[config.mk]
export PLATFORM = sky130hd
export DESIGN_NAME = rr_sel_arbiter_4
export DESIGN_NICKNAME = d
export VERILOG_FILES = /design/src/rtl/rr_arb_pkg.sv /design/src/rtl/rr_pick_next.sv /design/src/rtl/rr_sel_arbiter_4.sv
export SDC_FILE = /design/constraint.sdc
export NUM_CORES = 1
export LEC_CHECK = 0
export CORE_MARGIN = 1
export CORE_UTILIZATION = 35
export CTS_BUF_LIST = sky130_fd_sc_hd__clkbuf_2
export DETAILED_ROUTE_END_ITERATION = 8
export DONT_BUFFER_PORTS = 1
export SETUP_SLACK_MARGIN = 0.4
export SLEW_MARGIN = 40
export SYNTH_ARGS = -nofsm -noshare
export SYNTH_HDL_FRONTEND = slang
export SYNTH_HIERARCHICAL = 1
export SYNTH_SLANG_ARGS = --single-unit
[constraint.sdc]
create_clock -name clk -period 2.1 [get_ports clk]
set_input_delay 0.21 -clock clk [delete_from_list [all_inputs] [get_ports clk]]
set_output_delay 0.21 -clock clk [all_outputs]
set_load 0.05 [all_outputs]
[src/rtl/rr_arb_pkg.sv]
// -----------------------------------------------------------------------------
// rr_arb_pkg
//   Shared constants, types and helpers for the 4-channel round-robin select
//   arbiter (rr_sel_arbiter_4) and its priority encoder (rr_pick_next).
//   - N_CH     : number of requesters
//   - SEL_W    : width of the binary select driving the downstream 4:1 mux
//   - BEAT_W   : width of the optional burst beat counter
//   - RST_LAST : "last served" value after reset, so ch0 wins first
//   - state_t  : arbiter FSM states
// -----------------------------------------------------------------------------
package rr_arb_pkg;

  localparam int N_CH   = 4;
  localparam int SEL_W  = 2;
  localparam int BEAT_W = 4;

  localparam logic [SEL_W-1:0] RST_LAST = 2'd3;

  typedef enum logic {
    IDLE,
    GRANT
  } state_t;

  // Binary channel index to one-hot grant vector.
  function automatic logic [N_CH-1:0] sel_to_onehot(input logic [SEL_W-1:0] s);
    logic [N_CH-1:0] oh;
    oh    = '0;
    oh[s] = 1'b1;
    return oh;
  endfunction

endpackage : rr_arb_pkg

[src/rtl/rr_pick_next.sv]
// -----------------------------------------------------------------------------
// rr_pick_next
//   Combinational rotate-priority encoder. Scans req starting at last+1 and
//   wrapping modulo N_CH, so the channel named by 'last' has lowest priority.
//   Ports:
//     req  in  N_CH   request vector
//     last in  SEL_W  most recently served channel
//     any  out 1      at least one request is set
//     idx  out SEL_W  index of the first set request in scan order
// -----------------------------------------------------------------------------
module rr_pick_next
  import rr_arb_pkg::*;
(
  input  logic [N_CH-1:0]  req,
  input  logic [SEL_W-1:0] last,
  output logic             any,
  output logic [SEL_W-1:0] idx
);

  logic [SEL_W-1:0] cand;

  // NOTE: every signal written in a combinational block gets a default at the
  // top; otherwise a path that skips the assignment infers a latch.
  always_comb begin
    any  = 1'b0;
    idx  = '0;
    cand = '0;
    // Offsets 1..N_CH; the 2-bit add wraps 3->0 on its own, and offset N_CH
    // lands back on 'last' itself, which therefore comes last in the scan.
    for (int k = 1; k <= N_CH; k++) begin
      cand = last + SEL_W'(k);
      if (!any && req[cand]) begin
        any = 1'b1;
        idx = cand;
      end
    end
  end

endmodule : rr_pick_next

[src/rtl/rr_sel_arbiter_4.sv]
// -----------------------------------------------------------------------------
// rr_sel_arbiter_4
//   Round-robin arbiter producing the 2-bit select {s1,s0} for a downstream
//   4:1 channel mux. One requester is granted at a time; the grant is held
//   until the consumer accepts it (valid && ready). All outputs are registered.
//   Ports:
//     clk    in   1  rising-edge clock
//     rst_n  in   1  asynchronous active-low reset
//     req    in   4  per-channel request, held high until its transfer is accepted
//     ready  in   1  consumer accepts the current muxed word this cycle
//     valid  out  1  sel/gnt are valid; a transfer occurs on valid && ready
//     sel    out  2  binary index of the granted channel (sel[1]->s1, sel[0]->s0)
//     gnt    out  4  one-hot grant, 1<<sel while valid, else 0
//   Parameter:
//     BURST_LEN      transfers per grant (1..15), used only with RR_BURST_EN
//   Configuration macro:
//     RR_BURST_EN    when defined, a beat counter keeps the grant on the same
//                    channel for up to BURST_LEN handshakes while its request
//                    stays high. When undefined, one transfer per grant.
// -----------------------------------------------------------------------------
module rr_sel_arbiter_4
  import rr_arb_pkg::*;
#(
  parameter int unsigned BURST_LEN = 4
)
(
  input  logic             clk,
  input  logic             rst_n,
  input  logic [N_CH-1:0]  req,
  input  logic             ready,
  output logic             valid,
  output logic [SEL_W-1:0] sel,
  output logic [N_CH-1:0]  gnt
);

  if (BURST_LEN < 1 || BURST_LEN > 15) begin : g_burst_len_check
    $error("rr_sel_arbiter_4: BURST_LEN must be in 1..15");
  end

  state_t           state_q, state_d;
  logic             valid_d;
  logic [SEL_W-1:0] sel_d;
  logic [N_CH-1:0]  gnt_d;
  logic [SEL_W-1:0] last_q, last_d;
  logic             rearb;

  logic             pick_any;
  logic [SEL_W-1:0] pick_idx;
  logic [SEL_W-1:0] pick_last;

`ifdef RR_BURST_EN
  localparam logic [BEAT_W-1:0] BURST_LAST = BEAT_W'(BURST_LEN - 1);
  logic [BEAT_W-1:0] beat_q, beat_d;
`endif

  // While a grant is live the scan must start after the channel being served
  // right now (sel), which 'last' does not yet hold. In IDLE 'last' is current.
  assign pick_last = (state_q == GRANT) ? sel : last_q;

  rr_pick_next u_pick (
    .req  (req),
    .last (pick_last),
    .any  (pick_any),
    .idx  (pick_idx)
  );

  // Next-state and next-output logic.
  always_comb begin
    state_d = state_q;
    valid_d = valid;
    sel_d   = sel;
    gnt_d   = gnt;
    last_d  = last_q;
    rearb   = 1'b0;
`ifdef RR_BURST_EN
    beat_d  = beat_q;
`endif

    case (state_q)
      IDLE: begin
        if (pick_any) begin
          state_d = GRANT;
          valid_d = 1'b1;
          sel_d   = pick_idx;
          gnt_d   = sel_to_onehot(pick_idx);
        end
      end

      GRANT: begin
        // Without ready the grant simply holds, even if req[sel] dropped.
        if (ready) begin
          last_d = sel;
`ifdef RR_BURST_EN
          if (req[sel] && (beat_q < BURST_LAST)) begin
            beat_d = beat_q + 4'd1;
          end else begin
            beat_d = '0;
            rearb  = 1'b1;
          end
`else
          rearb = 1'b1;
`endif
        end
      end

      default: begin
        state_d = IDLE;
      end
    endcase

    // Re-arbitration on a handshake: load the next winner on the same edge
    // (no bubble) or fall back to IDLE. sel keeps its value while idle.
    if (rearb) begin
      if (pick_any) begin
        sel_d = pick_idx;
        gnt_d = sel_to_onehot(pick_idx);
      end else begin
        state_d = IDLE;
        valid_d = 1'b0;
        gnt_d   = '0;
      end
    end
  end

  // NOTE: state uses non-blocking assignments so every register updates from
  // pre-edge values regardless of statement order.
  always_ff @(posedge clk or negedge rst_n) begin
    if (!rst_n) begin
      state_q <= IDLE;
      valid   <= 1'b0;
      sel     <= '0;
      gnt     <= '0;
      last_q  <= RST_LAST;
    end else begin
      state_q <= state_d;
      valid   <= valid_d;
      sel     <= sel_d;
      gnt     <= gnt_d;
      last_q  <= last_d;
    end
  end

`ifdef RR_BURST_EN
  always_ff @(posedge clk or negedge rst_n) begin
    if (!rst_n) begin
      beat_q <= '0;
    end else begin
      beat_q <= beat_d;
    end
  end
`endif

endmodule : rr_sel_arbiter_4

==> results_tabular.tex, run 1 <==
\begin{tabular}{lr}
\hline
Metric & Value \\
\hline
\multicolumn{2}{l}{\textbf{Floorplanning}} \\
\quad Rows & 13 \\
\quad \# IOs & 14 \\
\quad Overall die area & 0.001593 mm\^{}2 \\
\quad Starting density of the core & a little under two fifths \\
\quad DIE HEIGHT & 39.91 um \\
\quad Placeable core region & approximately 0.0013 mm\^{}2 \\
\quad Die width & 39.91 um \\
\multicolumn{2}{l}{\textbf{Detailed routing}} \\
\quad Vias after detailed routing & between 300 and 400 \\
\quad Vias/cell & 5.290 \\
\quad Initial DRT Pass Iterations & 4 \\
\quad Number of remaining DRC errors & 0 \\
\quad Post-route antenna net violation count & 0 \\
\quad Routed wire length & 884 um \\
\quad Initial drt markers & 3 \\
\quad Routed length per instance & 12.81 um \\
\multicolumn{2}{l}{\textbf{STA}} \\
\quad Max Fclk & 0.5882 GHz \\
\quad Worst hold margin & around 0.25 ns \\
\quad Crit share post-route & 80.95\% \\
\quad Final critical-path required period & 1.700 ns \\
\quad Number of hold violations in the final report & 0 \\
\quad Max-slew violation count & 0 \\
\quad Summed negative setup slack over all endpoints & 0 ns \\
\quad Unrepaired setup endpoints after global routing & yes \\
\quad Setup violation total in the final timing report & 0 \\
\quad Worst-case clock skew & 0.009097 ns \\
\quad Max\_slew headroom & 66.96\% \\
\quad Measured slew at the worst slew-check pin & 0.4956 ns \\
\multicolumn{2}{l}{\textbf{Setup path}} \\
\quad Crit path max-delay cell type & dfrtp\_2 \\
\quad Worst path cell trace & mux2\_4 -> nand2b\_4 -> a21oi\_4 -> o221ai\_2 -> buf\_4 -> o31ai\_2 \\
\quad Critical Path Max Stage Delay & 0.53 ns \\
\quad Critical Setup Path Class & register to register \\
\quad Worst EP arrival & 1.87 ns \\
\quad Kind of start point of the critical path & register \\
\quad Critical Path Fanout Max & 6 \\
\quad Endpoint kind of the worst setup timing path & register \\
\quad Worst Path Required & about 2.3 ns \\
\multicolumn{2}{l}{\textbf{CTS}} \\
\quad Buffer cell driving the clock tree root & clkbuf\_2 \\
\quad Clock latency of the later-clocked register in the worst-skew pair & around 0.25 ns \\
\quad CTS H-Tree Depth & 1 \\
\quad Clock slew at the register clock pins of the worst setup and hold paths & 0.09 ns \\
\quad Clk sinks & 10 \\
\quad CTS Buf Count & 3 \\
\quad CTS tree & built \\
\quad Clock Path Buffers & 2 \\
\multicolumn{2}{l}{\textbf{GRT}} \\
\quad Total global routing track utilization & 13.75\% \\
\quad Number of antenna violations at the first check in global routing & 0 \\
\quad Grt ovf & 0 \\
\quad Vias in the first global route & 345 \\
\quad Largest net degree at the start of global routing & 11 \\
\quad Global-route wire length before repair & $\sim$1300 um \\
\multicolumn{2}{l}{\textbf{Final layout}} \\
\quad Number of nets in the layout & 62 \\
\quad Share of final-layout standard cells stronger than drive strength 1 & between 30\% and 40\% \\
\quad Layout-stage area growth over the synthesis result & 21.14\% \\
\quad Layout filler cell count & 122 \\
\quad Number of diodes added for antenna fixing & 0 \\
\multicolumn{2}{l}{\textbf{Status}} \\
\quad Outcome & complete, no violations \\
\multicolumn{2}{l}{\textbf{Synth}} \\
\quad Unique masters post-synth & 18 \\
\quad Cell types occupying the most area after synthesis & dfrtp\_1 (40\%), mux2\_2 (11\%), dfstp\_2 (10\%) \\
\quad Post-synth ARST share & 100.0\% \\
\quad Number of warnings printed during yosys synthesis & 6 \\
\quad Post-synthesis instance area & 503.0 um\^{}2 \\
\quad EDFF count, synth & 0 \\
\quad Number of instances in the synthesized netlist & 46 \\
\quad Net count of the mapped netlist & 53 \\
\quad Fraction of the yosys area taken by sequential cells & 50.25\% \\
\quad Leading cell type by number of instances after synthesis & dfrtp\_1 \\
\quad Most frequent cells after synthesis & dfrtp\_1 (8), mux2\_2 (5), nand2\_1 (5), a21oi\_1 (4), nand2b\_1 (4) \\
\quad Top cell type's share of synthesized area & 39.80\% \\
\quad Post-Syn Area per Cell & 10.93 um\^{}2 \\
\quad Post-synth top flop & dfrtp\_1 \\
\quad Flip-flop and latch count after synthesis & 10 \\
\quad Leading area contributor after synthesis & dfrtp\_1 \\
\multicolumn{2}{l}{\textbf{Placement}} \\
\quad Number of buffers inserted by port buffering & 0 \\
\quad Gpl congestion & roughly 0.69 \\
\quad Detailed Place HPWL & a little over 700 um \\
\multicolumn{2}{l}{\textbf{Power}} \\
\quad Pleak & $\sim$0.28 nW \\
\quad Ratio of total power to cell area & 1154 mW/mm\^{}2 \\
\quad Largest vdd supply drop & between 0.5 and 0.6 mV \\
\multicolumn{2}{l}{\textbf{Min path}} \\
\quad Min-delay worst type & input pin to register \\
\multicolumn{2}{l}{\textbf{Flow run}} \\
\quad Maximum capacitance violations & 0 \\
\hline
\end{tabular}
[registers in the layout, indices dropped and copies added, names as in the netlist, named ones only]
name and count:
sel 1, state_q 1, valid 1, gnt 4, last_q 2
[what timing repair did]
| item | 4_1_cts | 5_1_grt |
|---|---|---|
| setup buffers | 1 | 0 |
| pin swaps | 3 | 2 |
| hold endpoints to repair | 10 | 0 |
| setup endpoints to repair | 3 | 6 |
| hold buffers | 1 | 0 |
| gates cloned | 0 | 0 |
| gates resized for setup | 2 | 4 |
[critical path, delay by kind of cell, from the launching register on]
family,cells,cell delay (ns)
AOI/OAI and AO/OA,3,0.45
buffers and inverters,1,0.15
DFF,1,0.53
muxes,1,0.34
and+or+nand+nor,1,0.16
[layout by cell type (no fill, tap or decap)]
cell,count
clkinv_1,1
o221ai_2,1
buf_4,3
a21oi_4,1
nor2_1,2
mux2_4,1
dfrtp_2,2
o31ai_2,2
clkbuf_2,3
mux2i_1,2
a21oi_1,4
dlygate4sd3_1,1
nand2_1,5
dfstp_2,2
and2b_1,1
dfrtp_1,6
nand2b_4,1
a22o_1,2
or2b_1,1
nand2b_1,3
a31oi_1,1
and3_4,1
mux2_2,4
a21o_1,1
inv_1,3
[area by class of cell]
type,instances,area [um^2],share of cell area [%]
sequential,10,255.2,41.89
clock inverter,1,3.754,0.6160
timing repair buffer,4,32.53,5.339
tap,15,18.77,3.080
inverter,3,11.26,1.848
clock buffer,3,15.01,2.464
multi-input combinational,33,272.8,44.76
[final timing paths]
path / cells after the start / startpoint / slack, ns / to
min in group asynchronous: 1 / rst_n / 0.33 / gnt[0]
setup / recovery: 6 / sel[1] / 0.40 / gnt[2]
setup reg to reg: 6 / sel[1] / 0.40 / gnt[2]
hold reg to reg: 1 / state_q / 0.56 / valid
max in group asynchronous: 1 / rst_n / 1.42 / last_q[1]
hold / removal: 2 / ready / 0.25 / last_q[1]
[power breakdown]
part           internal, mW  switching, mW
Combinational         0.108         0.0986
Sequential            0.251          0.145
Clock                0.0414         0.0600
Total                 0.400          0.304
[metrics by stage]
step                      utilization (%)  instances  total power [mW]  cell area [um^2]  worst slack, ns
after global placement              41.12         63            0.5710             541.8           0.3281
after floorplan                         -         46            0.5302             508.0           0.4158
after global routing                46.25         69            0.7463             609.3           0.3490
after CTS                           44.82         69            0.6973             590.6           0.3584
after detailed placement            41.12         63            0.5740             541.8           0.3260
final                               46.25         69            0.7034             609.3           0.4000
[metal layers]
layer	vias to the layer above	routed length [um]	GRT usage [%]	share of wire [%]
met1	171	398	13.94	45
met3	0	85	11.93	9.6
met5	-	0	0	0
met4	0	0	5.172	0
met2	14	401	20.16	45
li1	180	-	-	-
[logic make-up after synthesis]
kind of cell | Yosys count | synth area share, %
simple gates | 14 | 14.43
mux | 7 | 15.17
flops | 10 | 50.25
compound gates | 12 | 17.91
buf+inv | 3 | 2.239
Note: power is estimated with default switching activity, not from simulation.
==> run 2, diff against run 1 <==
==> constraint.sdc (replaced) <==
create_clock -name clk -period 1.4 [get_ports clk]
set_input_delay 0.14 -clock clk [delete_from_list [all_inputs] [get_ports clk]]
set_output_delay 0.14 -clock clk [all_outputs]
set_load 0.05 [all_outputs]
==> results_tabular.tex, run 2 (synthesis gave the netlist of run 1 again) <==
\begin{tabular}{lr}
\hline
Metric & Value \\
\hline
\multicolumn{2}{l}{\textbf{GRT}} \\
\quad Global-route wire length before repair & 1414 um (+6.2\%) \\
\quad Met2 layer usage reported by global route & 21.77\% (+1.6 points) \\
\quad Vias in the first global route & 348 (+0.87\%) \\
\quad Grt ovf & 0 (unchanged) \\
\quad Number of antenna violations at the first check in global routing & 0 (unchanged) \\
\quad Total global routing track utilization & 14.20\% (+0.45 points) \\
\quad Most crowded layer after global routing & met2 \\
\quad Largest net degree at the start of global routing & 11 (unchanged) \\
\quad Met3 track demand over resource in global routing & 11.36\% (-0.57 points) \\
\quad Met1 track demand over resource in global routing & 15.28\% (+1.3 points) \\
\multicolumn{2}{l}{\textbf{Setup path}} \\
\quad Worst r2r dst & gnt[2] \\
\quad Worst Path Required & 1.56 ns (-0.71 ns) \\
\quad Critical Setup Path Class & register to register \\
\quad Startpoint of the lowest-slack register-to-register path & state\_q \\
\quad Reg-to-reg slack, setup & -0.16 ns (-0.56 ns) \\
\quad Kind of start point of the critical path & register \\
\quad Crit path launch & state\_q \\
\quad Endpoint kind of the worst setup timing path & register \\
\quad Critical Path Fanout Max & 6 (unchanged) \\
\quad Worst EP arrival & 1.72 ns (-0.15 ns) \\
\quad Worst Reg2Reg Path Length in Cells & 6 (unchanged) \\
\multicolumn{2}{l}{\textbf{Power}} \\
\quad Sequential share of power & 46.0\% (-10 points) \\
\quad Pleak & 0.3261 nW (+15\%) \\
\quad Clk network pwr share & 14.2\% (-0.2 points) \\
\quad Proportion of power drawn by combinational gates & 39.8\% (+10 points) \\
\quad Switching power as a share of total power & 40.75\% (-2.4 points) \\
\quad Largest vdd supply drop & 0.8579 mV (+45\%) \\
\quad Internal Pwr Total & 0.6914 mW (+73\%) \\
\quad P\_sw & 0.4755 mW (+57\%) \\
\quad Ratio of total power to cell area & 1674 mW/mm\^{}2 (+45\%) \\
\multicolumn{2}{l}{\textbf{STA}} \\
\quad Unrepaired setup endpoints after global routing & yes \\
\quad Final critical-path required period & 1.559 ns (-0.1411 ns) \\
\quad Max\_slew headroom & 68.19\% (+1.2 points) \\
\quad Crit share post-route & 111.4\% (+30 points) \\
\quad Max Fclk & 0.6414 GHz (+9.0\%) \\
\quad Setup violation total in the final timing report & 6 (+6) \\
\quad Max-slew violation count & 0 (unchanged) \\
\quad Number of hold violations in the final report & 0 (unchanged) \\
\quad Worst-case clock skew & 0.01362 ns (+0.004523 ns) \\
\quad Worst hold margin & 0.1287 ns (-0.1223 ns) \\
\quad Fin worst setup slack & -0.1590 ns (-0.5589 ns) \\
\quad Measured slew at the worst slew-check pin & 0.4771 ns (-0.01843 ns) \\
\multicolumn{2}{l}{\textbf{Final layout}} \\
\quad Flip-flop count of the largest register, all copies and words added & 4 (unchanged) \\
\quad Number of nets in the layout & 68 (+9.7\%) \\
\quad Share of final-layout standard cells stronger than drive strength 1 & 56.67\% (+18 points) \\
\quad Largest registers & gnt (4), last\_q (2) \\
\quad Most common cell after layout, fill and taps aside & buf\_4 \\
\quad Top register by number of flip-flops & gnt \\
\quad Layout-stage area growth over the synthesis result & 38.56\% \\
\quad Layout filler cell count & 108 (-11\%) \\
\quad Highest-count cells in the layout ignoring fill and taps & buf\_4 (6), nand2\_1 (4), dfrtp\_2 (4), clkbuf\_2 (4), dfrtp\_1 (4) \\
\quad Number of diodes added for antenna fixing & 0 (unchanged) \\
\multicolumn{2}{l}{\textbf{CTS}} \\
\quad Clock Path Buffers & 2 (unchanged) \\
\quad Buffer cell driving the clock tree root & clkbuf\_2 \\
\quad Clock latency of the later-clocked register in the worst-skew pair & 0.25 ns (about the same) \\
\quad Clk sinks & 10 (unchanged) \\
\quad CTS Buf Count & 3 (unchanged) \\
\quad Clock slew at the register clock pins of the worst setup and hold paths & 0.10 ns (about the same) \\
\quad CTS H-Tree Depth & 1 (unchanged) \\
\quad CTS tree & built \\
\multicolumn{2}{l}{\textbf{Detailed routing}} \\
\quad Routed wire length & 935 um (+5.8\%) \\
\quad Vias after detailed routing & 395 (+8.2\%) \\
\quad Routed length per instance & 12.47 um (-2.7\%) \\
\quad Initial DRT Pass Iterations & 4 (unchanged) \\
\quad Number of remaining DRC errors & 0 (unchanged) \\
\quad Post-route antenna net violation count & 0 (unchanged) \\
\quad Vias/cell & 5.267 (-0.44\%) \\
\quad Initial drt markers & 6 (+3) \\
\multicolumn{2}{l}{\textbf{Floorplanning}} \\
\quad Rows & 13 (unchanged) \\
\quad Placeable core region & 0.001318 mm\^{}2 (unchanged) \\
\quad Overall die area & 0.001593 mm\^{}2 (unchanged) \\
\quad DIE HEIGHT & 39.91 um (unchanged) \\
\quad Die width & 39.91 um (unchanged) \\
\quad \# IOs & 14 (unchanged) \\
\quad Starting density of the core & 38.18\% (unchanged) \\
\multicolumn{2}{l}{\textbf{Min path}} \\
\quad Min-delay worst type & input pin to register \\
\quad End point of the most critical hold path & last\_q[0] \\
\quad Cell count of the worst hold path & 2 (unchanged) \\
\quad Launch point of the worst hold path & ready \\
\multicolumn{2}{l}{\textbf{Placement}} \\
\quad Worst setup timing slack at the placement stage & -0.1954 ns (-0.5214 ns) \\
\quad Gpl congestion & 0.7789 (+12\%) \\
\quad Number of buffers inserted by port buffering & 0 (unchanged) \\
\quad Detailed Place HPWL & 713.2 um (+1.1\%) \\
\multicolumn{2}{l}{\textbf{Status}} \\
\quad Failing checks & negative setup slack \\
\quad Outcome & complete, but fails checks \\
\multicolumn{2}{l}{\textbf{Flow run}} \\
\quad Maximum capacitance violations & 0 (unchanged) \\
\hline
\end{tabular}
-- run 2: cell types whose count changed in the layout (fill, tap and decap cells not counted), moves of 2 or more --
cell,before,now
dfrtp_2,2,4
dfrtp_1,6,4
buf_6,0,2
buf_4,3,6
-- run 2: metal layers --
metal	vias to the layer above	share of wire [%]
li1	193	-
met1	191	43
met2	11	51
met3	0	6.1
met4	0	0
met5	-	0
-- run 2: power groups by stage --
| stage | Sequential [mW] | Clock, mW | Combinational, mW |
|---|---|---|---|
| after floorplan | 0.619 | 0 | 0.193 |
| after global placement | 0.531 | 0 | 0.380 |
| after detailed placement | 0.533 | 0 | 0.382 |
| after CTS | 0.530 | 0.173 | 0.419 |
| after global routing | 0.548 | 0.191 | 0.500 |
| final | 0.537 | 0.165 | 0.465 |
-- run 2: area by class of cell --
cell class / count / area (um^2) / share of cell area (%)
multi-input cells: 33 / 296.5 / 42.55
inverters: 3 / 11.26 / 1.616
flip-flops and latches: 10 / 257.7 / 36.98
well taps: 15 / 18.77 / 2.693
repair buffers: 10 / 92.59 / 13.29
clock buffers: 4 / 20.02 / 2.873
-- run 2: stage by stage --
step | total power, mW | cell area (um^2) | util (%) | instances | TNS [ns]
after floorplan | 0.8115 | 520.5 | - | 46 | -1.120
after global placement | 0.9114 | 591.8 | 44.92 | 68 | -0.8720
after detailed placement | 0.9148 | 591.8 | 44.92 | 68 | -0.9478
after CTS | 1.122 | 656.9 | 49.86 | 74 | -0.8869
after global routing | 1.239 | 696.9 | 52.90 | 75 | -1.231
final | 1.167 | 696.9 | 52.90 | 75 | -0.8554
-- run 2: repair_timing --
| action | in CTS | in global routing |
|---|---|---|
| hold buffers | 1 | 0 |
| hold endpoints to repair | 10 | 0 |
| setup buffers | 1 | 1 |
| resized for setup | 7 | 8 |
| setup endpoints to repair | 15 | 17 |
| pin swaps | 4 | 3 |
-- run 2: critical path, stage by stage (launching register included) --
cell,delay (ns)
dfrtp_1,0.40
mux2_4,0.34
nand2b_4,0.16
a21oi_4,0.11
o221ai_2,0.11
buf_4,0.15
o31ai_1,0.22
-- run 2: worst max-delay path by stage --
stage                     endpoint  slack (ns)  cells after the start
after floorplan             gnt[1]       -0.27                      6
final                       gnt[2]       -0.16                      6
after global routing        gnt[2]       -0.21                      6
after CTS                   gnt[3]       -0.18                      6
after global placement      gnt[3]       -0.18                      6
after detailed placement    gnt[3]       -0.20                      6
==> run 3, diff against run 2 <==
--- a/config.mk
+++ b/config.mk
@@ -5,9 +5,9 @@
 export SDC_FILE = /design/constraint.sdc
 export NUM_CORES = 1
 export LEC_CHECK = 0
-export CORE_MARGIN = 1
 export CORE_UTILIZATION = 35
 export CTS_BUF_LIST = sky130_fd_sc_hd__clkbuf_2
+export CTS_CLUSTER_SIZE = 8
 export DETAILED_ROUTE_END_ITERATION = 8
 export DONT_BUFFER_PORTS = 1
 export SETUP_SLACK_MARGIN = 0.4
==> results of run 3 <==
Same layout as run 2: the final DEF is identical, and so are final timing and power.
